[config.mk]
export PLATFORM = sky130hd
export DESIGN_NAME = cdb_arbiter
export DESIGN_NICKNAME = d
export VERILOG_FILES = /design/src/rtl/cdb_arbiter_pkg.sv /design/src/rtl/cdb_arbiter_rr.sv /design/src/rtl/cdb_arbiter.sv
export SDC_FILE = /design/constraint.sdc
export NUM_CORES = 1
export LEC_CHECK = 0
export ABC_AREA = 1
export BUFFER_PORTS_ARGS = -buffer_cell sky130_fd_sc_hd__buf_2
export CAP_MARGIN = 20
export CORE_AREA = 2 2 97 99
export DETAILED_ROUTE_END_ITERATION = 16
export DIE_AREA = 0 0 99 101
export GPL_ROUTABILITY_DRIVEN = 0
export HOLD_SLACK_MARGIN = 0.08
export PLACE_DENSITY = 0.83
export SETUP_SLACK_MARGIN = 0.2
export SYNTH_ARGS = -nofsm -noshare
export SYNTH_HDL_FRONTEND = slang
export SYNTH_HIERARCHICAL = 1
export SYNTH_SLANG_ARGS = --single-unit
[constraint.sdc]
create_clock -name clk -period 5.4 [get_ports clk]
set_clock_uncertainty 0.15 [all_clocks]
set_input_delay 1.62 -clock clk [delete_from_list [all_inputs] [get_ports clk]]
set_output_delay 1.62 -clock clk [all_outputs]
set_load 0.005 [all_outputs]
[src/rtl/cdb_arbiter_pkg.sv]
// Shared writeback types: register/ROB index widths and the CDB packet that
// FU response ports and every CDB consumer agree on.
package cdb_arbiter_pkg;

  localparam int RV_XLEN         = 32;
  localparam int ARCH_REG_IDX    = 4;
  localparam int PHYS_REG_IDX    = 5;
  localparam int NUM_ROB_ENTRIES = 16;
  localparam int ROBW            = $clog2(NUM_ROB_ENTRIES);

  typedef struct packed {
    logic [RV_XLEN-1:0]      value;
    logic [ARCH_REG_IDX:0]   rd;
    logic [PHYS_REG_IDX:0]   pd;
    logic [ROBW-1:0]         rob_idx;
    logic                    dest_we;
  } cdb_pkt_t;

endpackage

[src/rtl/cdb_arbiter_rr.sv]
// Round-robin arbiter: the first request at or after ptr (wrapping) wins.
// Double-width masked priority encode, so no per-pointer rotate logic.
module rr_arbiter #(
  parameter  int N  = 4,
  localparam int IW = $clog2(N)
) (
  input  logic [N-1:0]  req,
  input  logic [IW-1:0] ptr,
  output logic [N-1:0]  gnt,
  output logic [IW-1:0] gnt_idx,
  output logic          gnt_valid
);

  logic [2*N-1:0] dbl;
  logic [2*N-1:0] masked;

  always_comb begin
    dbl       = {req, req};
    masked    = '0;
    gnt       = '0;
    gnt_idx   = '0;
    gnt_valid = 1'b0;
    for (int j = 0; j < 2*N; j++) begin
      masked[j] = dbl[j] && (j >= int'(ptr));
    end
    // Descending scan: the lowest masked bit is the last one written.
    for (int j = 2*N-1; j >= 0; j--) begin
      if (masked[j]) begin
        gnt       = '0;
        gnt[(j >= N) ? j - N : j] = 1'b1;
        gnt_idx   = IW'((j >= N) ? j - N : j);
        gnt_valid = 1'b1;
      end
    end
  end

endmodule

[src/rtl/cdb_arbiter.sv]
// Writeback arbiter: grants one completed FU result per cycle, round-robin,
// and broadcasts it on a registered common data bus one cycle later.
module cdb_arbiter
  import cdb_arbiter_pkg::*;
#(
  parameter  int XLEN   = RV_XLEN,
  parameter  int NUM_FU = 4,
  localparam int SRCW   = $clog2(NUM_FU)
) (
  input  logic                                  clk,
  input  logic                                  rst_n,
  input  logic                                  flush,
  input  logic [NUM_FU-1:0]                     fu_valid,
  output logic [NUM_FU-1:0]                     fu_ready,
  input  logic [NUM_FU-1:0][XLEN-1:0]           fu_value,
  input  logic [NUM_FU-1:0][ARCH_REG_IDX:0]     fu_rd,
  input  logic [NUM_FU-1:0][PHYS_REG_IDX:0]     fu_pd,
  input  logic [NUM_FU-1:0][ROBW-1:0]           fu_rob_idx,
  input  logic [NUM_FU-1:0]                     fu_dest_we,
  output logic                                  cdb_valid,
  output logic [XLEN-1:0]                       cdb_value,
  output logic [ARCH_REG_IDX:0]                 cdb_rd,
  output logic [PHYS_REG_IDX:0]                 cdb_pd,
  output logic [ROBW-1:0]                       cdb_rob_idx,
  output logic                                  cdb_dest_we,
  output logic [SRCW-1:0]                       cdb_src
);

  // Handshake: a result moves when fu_valid[i] && fu_ready[i] at a rising edge.
  // fu_ready is a combinational function of fu_valid, so FU valid/data must be
  // driven from flops; the FU holds its result until it sees its ready.

  localparam int PKT_W = $bits(cdb_pkt_t);

  logic [NUM_FU-1:0] req;
  logic [NUM_FU-1:0] gnt;
  logic [SRCW-1:0]   gnt_idx;
  logic              gnt_valid;
  logic [SRCW-1:0]   rr_ptr;
  logic [SRCW-1:0]   next_ptr;
  logic [PKT_W-1:0]  sel_bits;
  cdb_pkt_t          fu_pkt [NUM_FU];
  cdb_pkt_t          cdb_q;

  // Flush and reset both suppress every grant so no FU is popped.
  assign req = fu_valid & {NUM_FU{~flush & rst_n}};

  rr_arbiter #(.N(NUM_FU)) u_rr (
    .req       (req),
    .ptr       (rr_ptr),
    .gnt       (gnt),
    .gnt_idx   (gnt_idx),
    .gnt_valid (gnt_valid)
  );

  assign fu_ready = gnt;
  assign next_ptr = (gnt_idx == SRCW'(NUM_FU-1)) ? '0 : gnt_idx + 1'b1;

  always_comb begin
    sel_bits = '0;
    for (int i = 0; i < NUM_FU; i++) begin
      fu_pkt[i] = '{value: fu_value[i], rd: fu_rd[i], pd: fu_pd[i],
                    rob_idx: fu_rob_idx[i], dest_we: fu_dest_we[i]};
      sel_bits  = sel_bits | (fu_pkt[i] & {PKT_W{gnt[i]}});
    end
  end

  always_ff @(posedge clk or negedge rst_n) begin
    if (!rst_n) begin
      rr_ptr    <= '0;
      cdb_valid <= 1'b0;
      cdb_q     <= '0;
      cdb_src   <= '0;
    end else if (flush) begin
      rr_ptr    <= '0;
      cdb_valid <= 1'b0;
    end else if (gnt_valid) begin
      rr_ptr    <= next_ptr;
      cdb_valid <= 1'b1;
      cdb_q     <= cdb_pkt_t'(sel_bits);
      cdb_src   <= gnt_idx;
    end else begin
      cdb_valid <= 1'b0;
    end
  end

  assign cdb_value   = cdb_q.value;
  assign cdb_rd      = cdb_q.rd;
  assign cdb_pd      = cdb_q.pd;
  assign cdb_rob_idx = cdb_q.rob_idx;
  assign cdb_dest_we = cdb_q.dest_we;

endmodule
; Yosys cells after proc, flatten, opt, wreduce, memory -nomap -nowiden
; Cells that the tools add are included.
[totals]
in_bits = 199
output_inout_bits = 55
word_cells = 54
regBits = 53
[op_classes]
order_cmp = 3
n_bitwise = 10
n_mux = 26
addsub = 1
n_reduce_logical = 5
n_eq_ne = 1
[ops]
columns = cell, n
row1 = 48-bit AND, 4
row2 = 48-bit OR, 3
row3 = 4-bit 2-to-1 mux, 6
row4 = 2-bit 2-to-1 mux, 10
row5 = 1-bit 2-to-1 mux, 9
row6 = 4-bit AND, 1
row7 = 1-bit by 2-bit greater-or-equal comparator with 1-bit output (first input constant), 2
row8 = 1-bit logical AND, 3
row9 = 3-bit 2-to-1 mux, 1
row10 = 2-bit by 1-bit adder with 2-bit output (second input constant), 1
row11 = 2-bit == test (second input constant), 1
row12 = 2-bit greater-or-equal comparator (first input constant), 1
row13 = 2-bit AND reduction, 1
row14 = 2-bit nonzero test, 1
row15 = 1-bit AND, 1
row16 = 1-bit inverter, 1

; Logic depth before layout (Yosys ltp)
[depth]
depth_word = 14
ltp_mapped = 15
mapped_depth_nobuf = 13

; Cells and area by module
; The synthesis kept the hierarchy.
[modules_own_cells]
columns = mod, instances, area_per_inst_um2, seq_area_each_um2, cells_each
row1 = cdb_arbiter, 1, 3377.0, 1326.3, 544
row2 = rr_arbiter, 1, 140.1, 0.0, 32

; Worst setup path before layout
; OpenSTA, ideal clock, no wires.
[synth_path]
kind = input port to output port
startpoint = input flush
endpoint = output fu_ready[1]
arrival_ns = 2.593
required_time_ns = 3.630
setup_slack_ns = 1.037
path_stages = 8
cell_sequence = inv_2 -> buf_2 -> nand2_1 -> nor2_1 -> inv_2 -> nor2_2 -> inv_2 -> a21oi_1
[synth_via]
elab_chain_cells = 9
[synth_lines]
columns = element, line_no
row1 = start: declaration, cdb_arbiter.sv:12  ; input logic flush,
row2 = 1-bit inverter (no line) *, --
row3 = 1-bit AND *, cdb_arbiter.sv:46  ; assign req = fu_valid & {NUM_FU{~flush & rst_n}};
row4 = 4-bit AND *, cdb_arbiter.sv:46
row5 = via req[1], cdb_arbiter.sv:35  ; logic [NUM_FU-1:0] req;
row6 = 4-bit 2-to-1 mux (4 in series), cdb_arbiter_rr.sv:28  ; if (masked[j]) begin
row7 = 4-bit 2-to-1 mux * (2 in series), cdb_arbiter_rr.sv:28
row8 = end: declaration, cdb_arbiter.sv:14  ; output logic [NUM_FU-1:0] fu_ready,
; The timed path passes the listed nets; every way through them passes the cells marked *.

; Final worst setup path
[layout_path]
startpoint = input flush
endpoint = output fu_ready[3]
[layout_rtl]
columns = element, line_no
row1 = 1-bit inverter (no line), --
row2 = 1-bit AND, cdb_arbiter.sv:46
row3 = 4-bit AND, cdb_arbiter.sv:46
row4 = via req[1], cdb_arbiter.sv:35
row5 = 1-bit logical AND, cdb_arbiter_rr.sv:24  ; masked[j] = dbl[j] && (j >= int'(ptr));
row6 = 4-bit 2-to-1 mux (2 in series), cdb_arbiter_rr.sv:28
; The timed path passes the listed nets, and every way through them passes these cells.

==> flow_summary.ini <==
[placed_design]
io_buffers = 253
dp_hpwl_um = 8240

[cts]
cts_buffers = 5
clkTransAtPathRegs_ps = 100
clk_path_buf_depth = 2
htreeDepth = 2
post-cts-setup-buffers = 0
cts-hold-fix-buffers = 0
cts_tree = done
ctsResizeCount = 0
numClockSinks = 53
root_buffer = clkbuf_8
clock_latency_ps = 300

[logic_synthesis]
syn_nets = 776
avgSynthCellArea_sq_um = 6.11
synth_seq_area_share_pct = 37.7
syn_area_sq_um = 3520
yosysUniqueCellTypes = 17
yosys_warnings = 6
ys_ff_latch = 53
postSynthCellCount = 576

[worst_setup_path]
cp_top_family = simple AND/OR/NAND/NOR gates
max_stage_delay_ps = 620
slowest_stage = nor2_4
reg2reg_to = cdb_value[30]
cpMostUsedCell = inv_2
required_ps = 3630
path_cells = buf_2, inv_2, nand2_1, nor2_1, inv_2, nor2_2, inv_2, nand2_2, nor2_4, buf_2
worstSetupPathType = input port to output port
reg2regPathDepth = 8
r2r_setup_slack_ps = 3320
worst-path-buf-inv = 5
crit_fanout = 25
cp-end-kind = output port
start_kind = input port
reg2reg_from = rr_ptr[1]
critical_path_arrival_ps = 3210

[sta]
timing.final.crit_share_pct = 92.1
finalHoldViolations = 0
fin_tns_setup_ps = 0
tightest_slew_ps = 741
timing.hold.ws_ps = 344
max-slew-margin-rel_pct = 50.5
setup_violations = 0
finalCriticalPeriod_ps = 4980
rsz0062_at_grt = no
max_freq_mhz = 201
slew_viol_final = 0

[global_routing]
grtUsageTotal_pct = 23.0
grt_pass1_wl_um = 18500
first_global_vias = 3978
grt_max_degree = 54
antenna_found_initial = 0
overflow = 0

[drt]
drt_iter0_drc = 134
drtPass1Iterations = 4
drc_errors = 0
ant_nets = 0
viasPerCell = 4.83
wirelength_um = 11900
vias = 4456
wl_per_cell_um = 12.9

[final_layout]
layout-drive-gt1-share_pct = 35.1
area_growth_syn_to_layout_pct = 40.2
final_common_cell = buf_2
antenna_cells = 0
layout_common_cells = 253 x buf_2, 205 x nand2_1, 152 x nor2_1, 102 x nand3_1, 53 x dfrtp_1
nNetsFinal = 1010

[worst_hold_path]
whs_path_depth = 1
whs_endpoint = cdb_src[0]
hp-start = cdb_src[0]
hold_path.class = flip-flop to flip-flop

[die]
start_util_pct = 39.2
core_area_sq_um = 8980
rows = 35
die_x_um = 99
die_area_sq_um = 10000
ios = 254
die_h_um = 101

[flow_run]
cap_violations = 0

[pwr]
p_per_area_nw_per_um2 = 240
leakagePower_nw = 2.62
ir_worst_vdd_v = 0.000102

[outcome]
status = complete, no violations
[worst register-to-register path, cell delays in order (launching register included)]
cell,delay (ps)
dfrtp_1,420
nand2_1,90
nand2_2,140
nand2_1,180
nor2_4,610
nand2_1,180
nand3_1,140
nor2_1,50
nor2_1,70
[flip-flops by register name (all words and copies together), names as in the netlist]
name and flops:
cdb_src 2, cdb_rd 5, cdb_pd 6, cdb_value 32, cdb_rob_idx 4, cdb_dest_we 1
cdb_valid 1, rr_ptr 2
[where the power goes]
group          internal [mW]  switching [mW]  leakage, nW
clock                 0.0898           0.129       0.0439
sequential             0.486          0.0435        0.618
combinational          0.201           0.237         1.96
total                  0.777           0.409         2.62
[worst max path at each step]
stage          start           to  cells after the start
5_1_grt        flush  fu_ready[3]                     10
3_3_place_gp   flush  fu_ready[3]                     10
3_5_place_dp   flush  fu_ready[3]                     10
4_1_cts        flush  fu_ready[3]                     10
6_report       flush  fu_ready[3]                     10
2_1_floorplan  flush  fu_ready[1]                      8
[stage by stage]
stage / area (sq um) / setup WS [ps] / power (mW) / instances / util (%)
after detailed placement: 4820 / 176 / 0.977 / 912 / 53.7
after global placement: 4820 / 216 / 0.967 / 912 / 53.7
final: 4930 / 424 / 1.19 / 922 / 54.9
after CTS: 4920 / 446 / 1.20 / 921 / 54.8
after floorplan: 3520 / 1040 / 0.756 / 576 / -
after global routing: 4930 / 285 / 1.28 / 922 / 54.9
[metal layers]
metal	global-route usage (%)	up-vias	share of wire, %
met1	27.0	1975	40
met2	42.7	203	51
met4	5.80	0	1.3
li1	-	2266	-
met5	0	-	0
met3	4.85	12	8.4
[layout make-up]
| class | count | area [sq um] |
|---|---|---|
| inverter | 14 | 52.6 |
| sequential | 53 | 1330 |
| clock inverter | 3 | 17.5 |
| tap | 111 | 139 |
| timing repair buffer | 261 | 1330 |
| clock buffer | 5 | 68.8 |
| multi-input combinational | 475 | 1990 |
| fill | 944 | 4050 |
[logic make-up (layout without fill, tap and decap cells)]
family,Yosys count,in the layout,share of synthesized area (%)
simple gates,466,467,53.9
flops,53,53,37.7
buf+inv,49,283,7.01
compound gates,7,7,1.07
fa+ha+maj,1,1,0.356
[cells in the mapped netlist (all sizes together)]
master,count,area share (%)
nand2,209,23
nor2,155,17
nand3,102,15
dfrtp,53,38
buf,30,5.0
inv,14,1.5
clkbuf,5,0.53
a21oi,3,0.43
o21ai,3,0.43
ha,1,0.36
o21a,1,0.21
(Power assumes the default switching activity.)
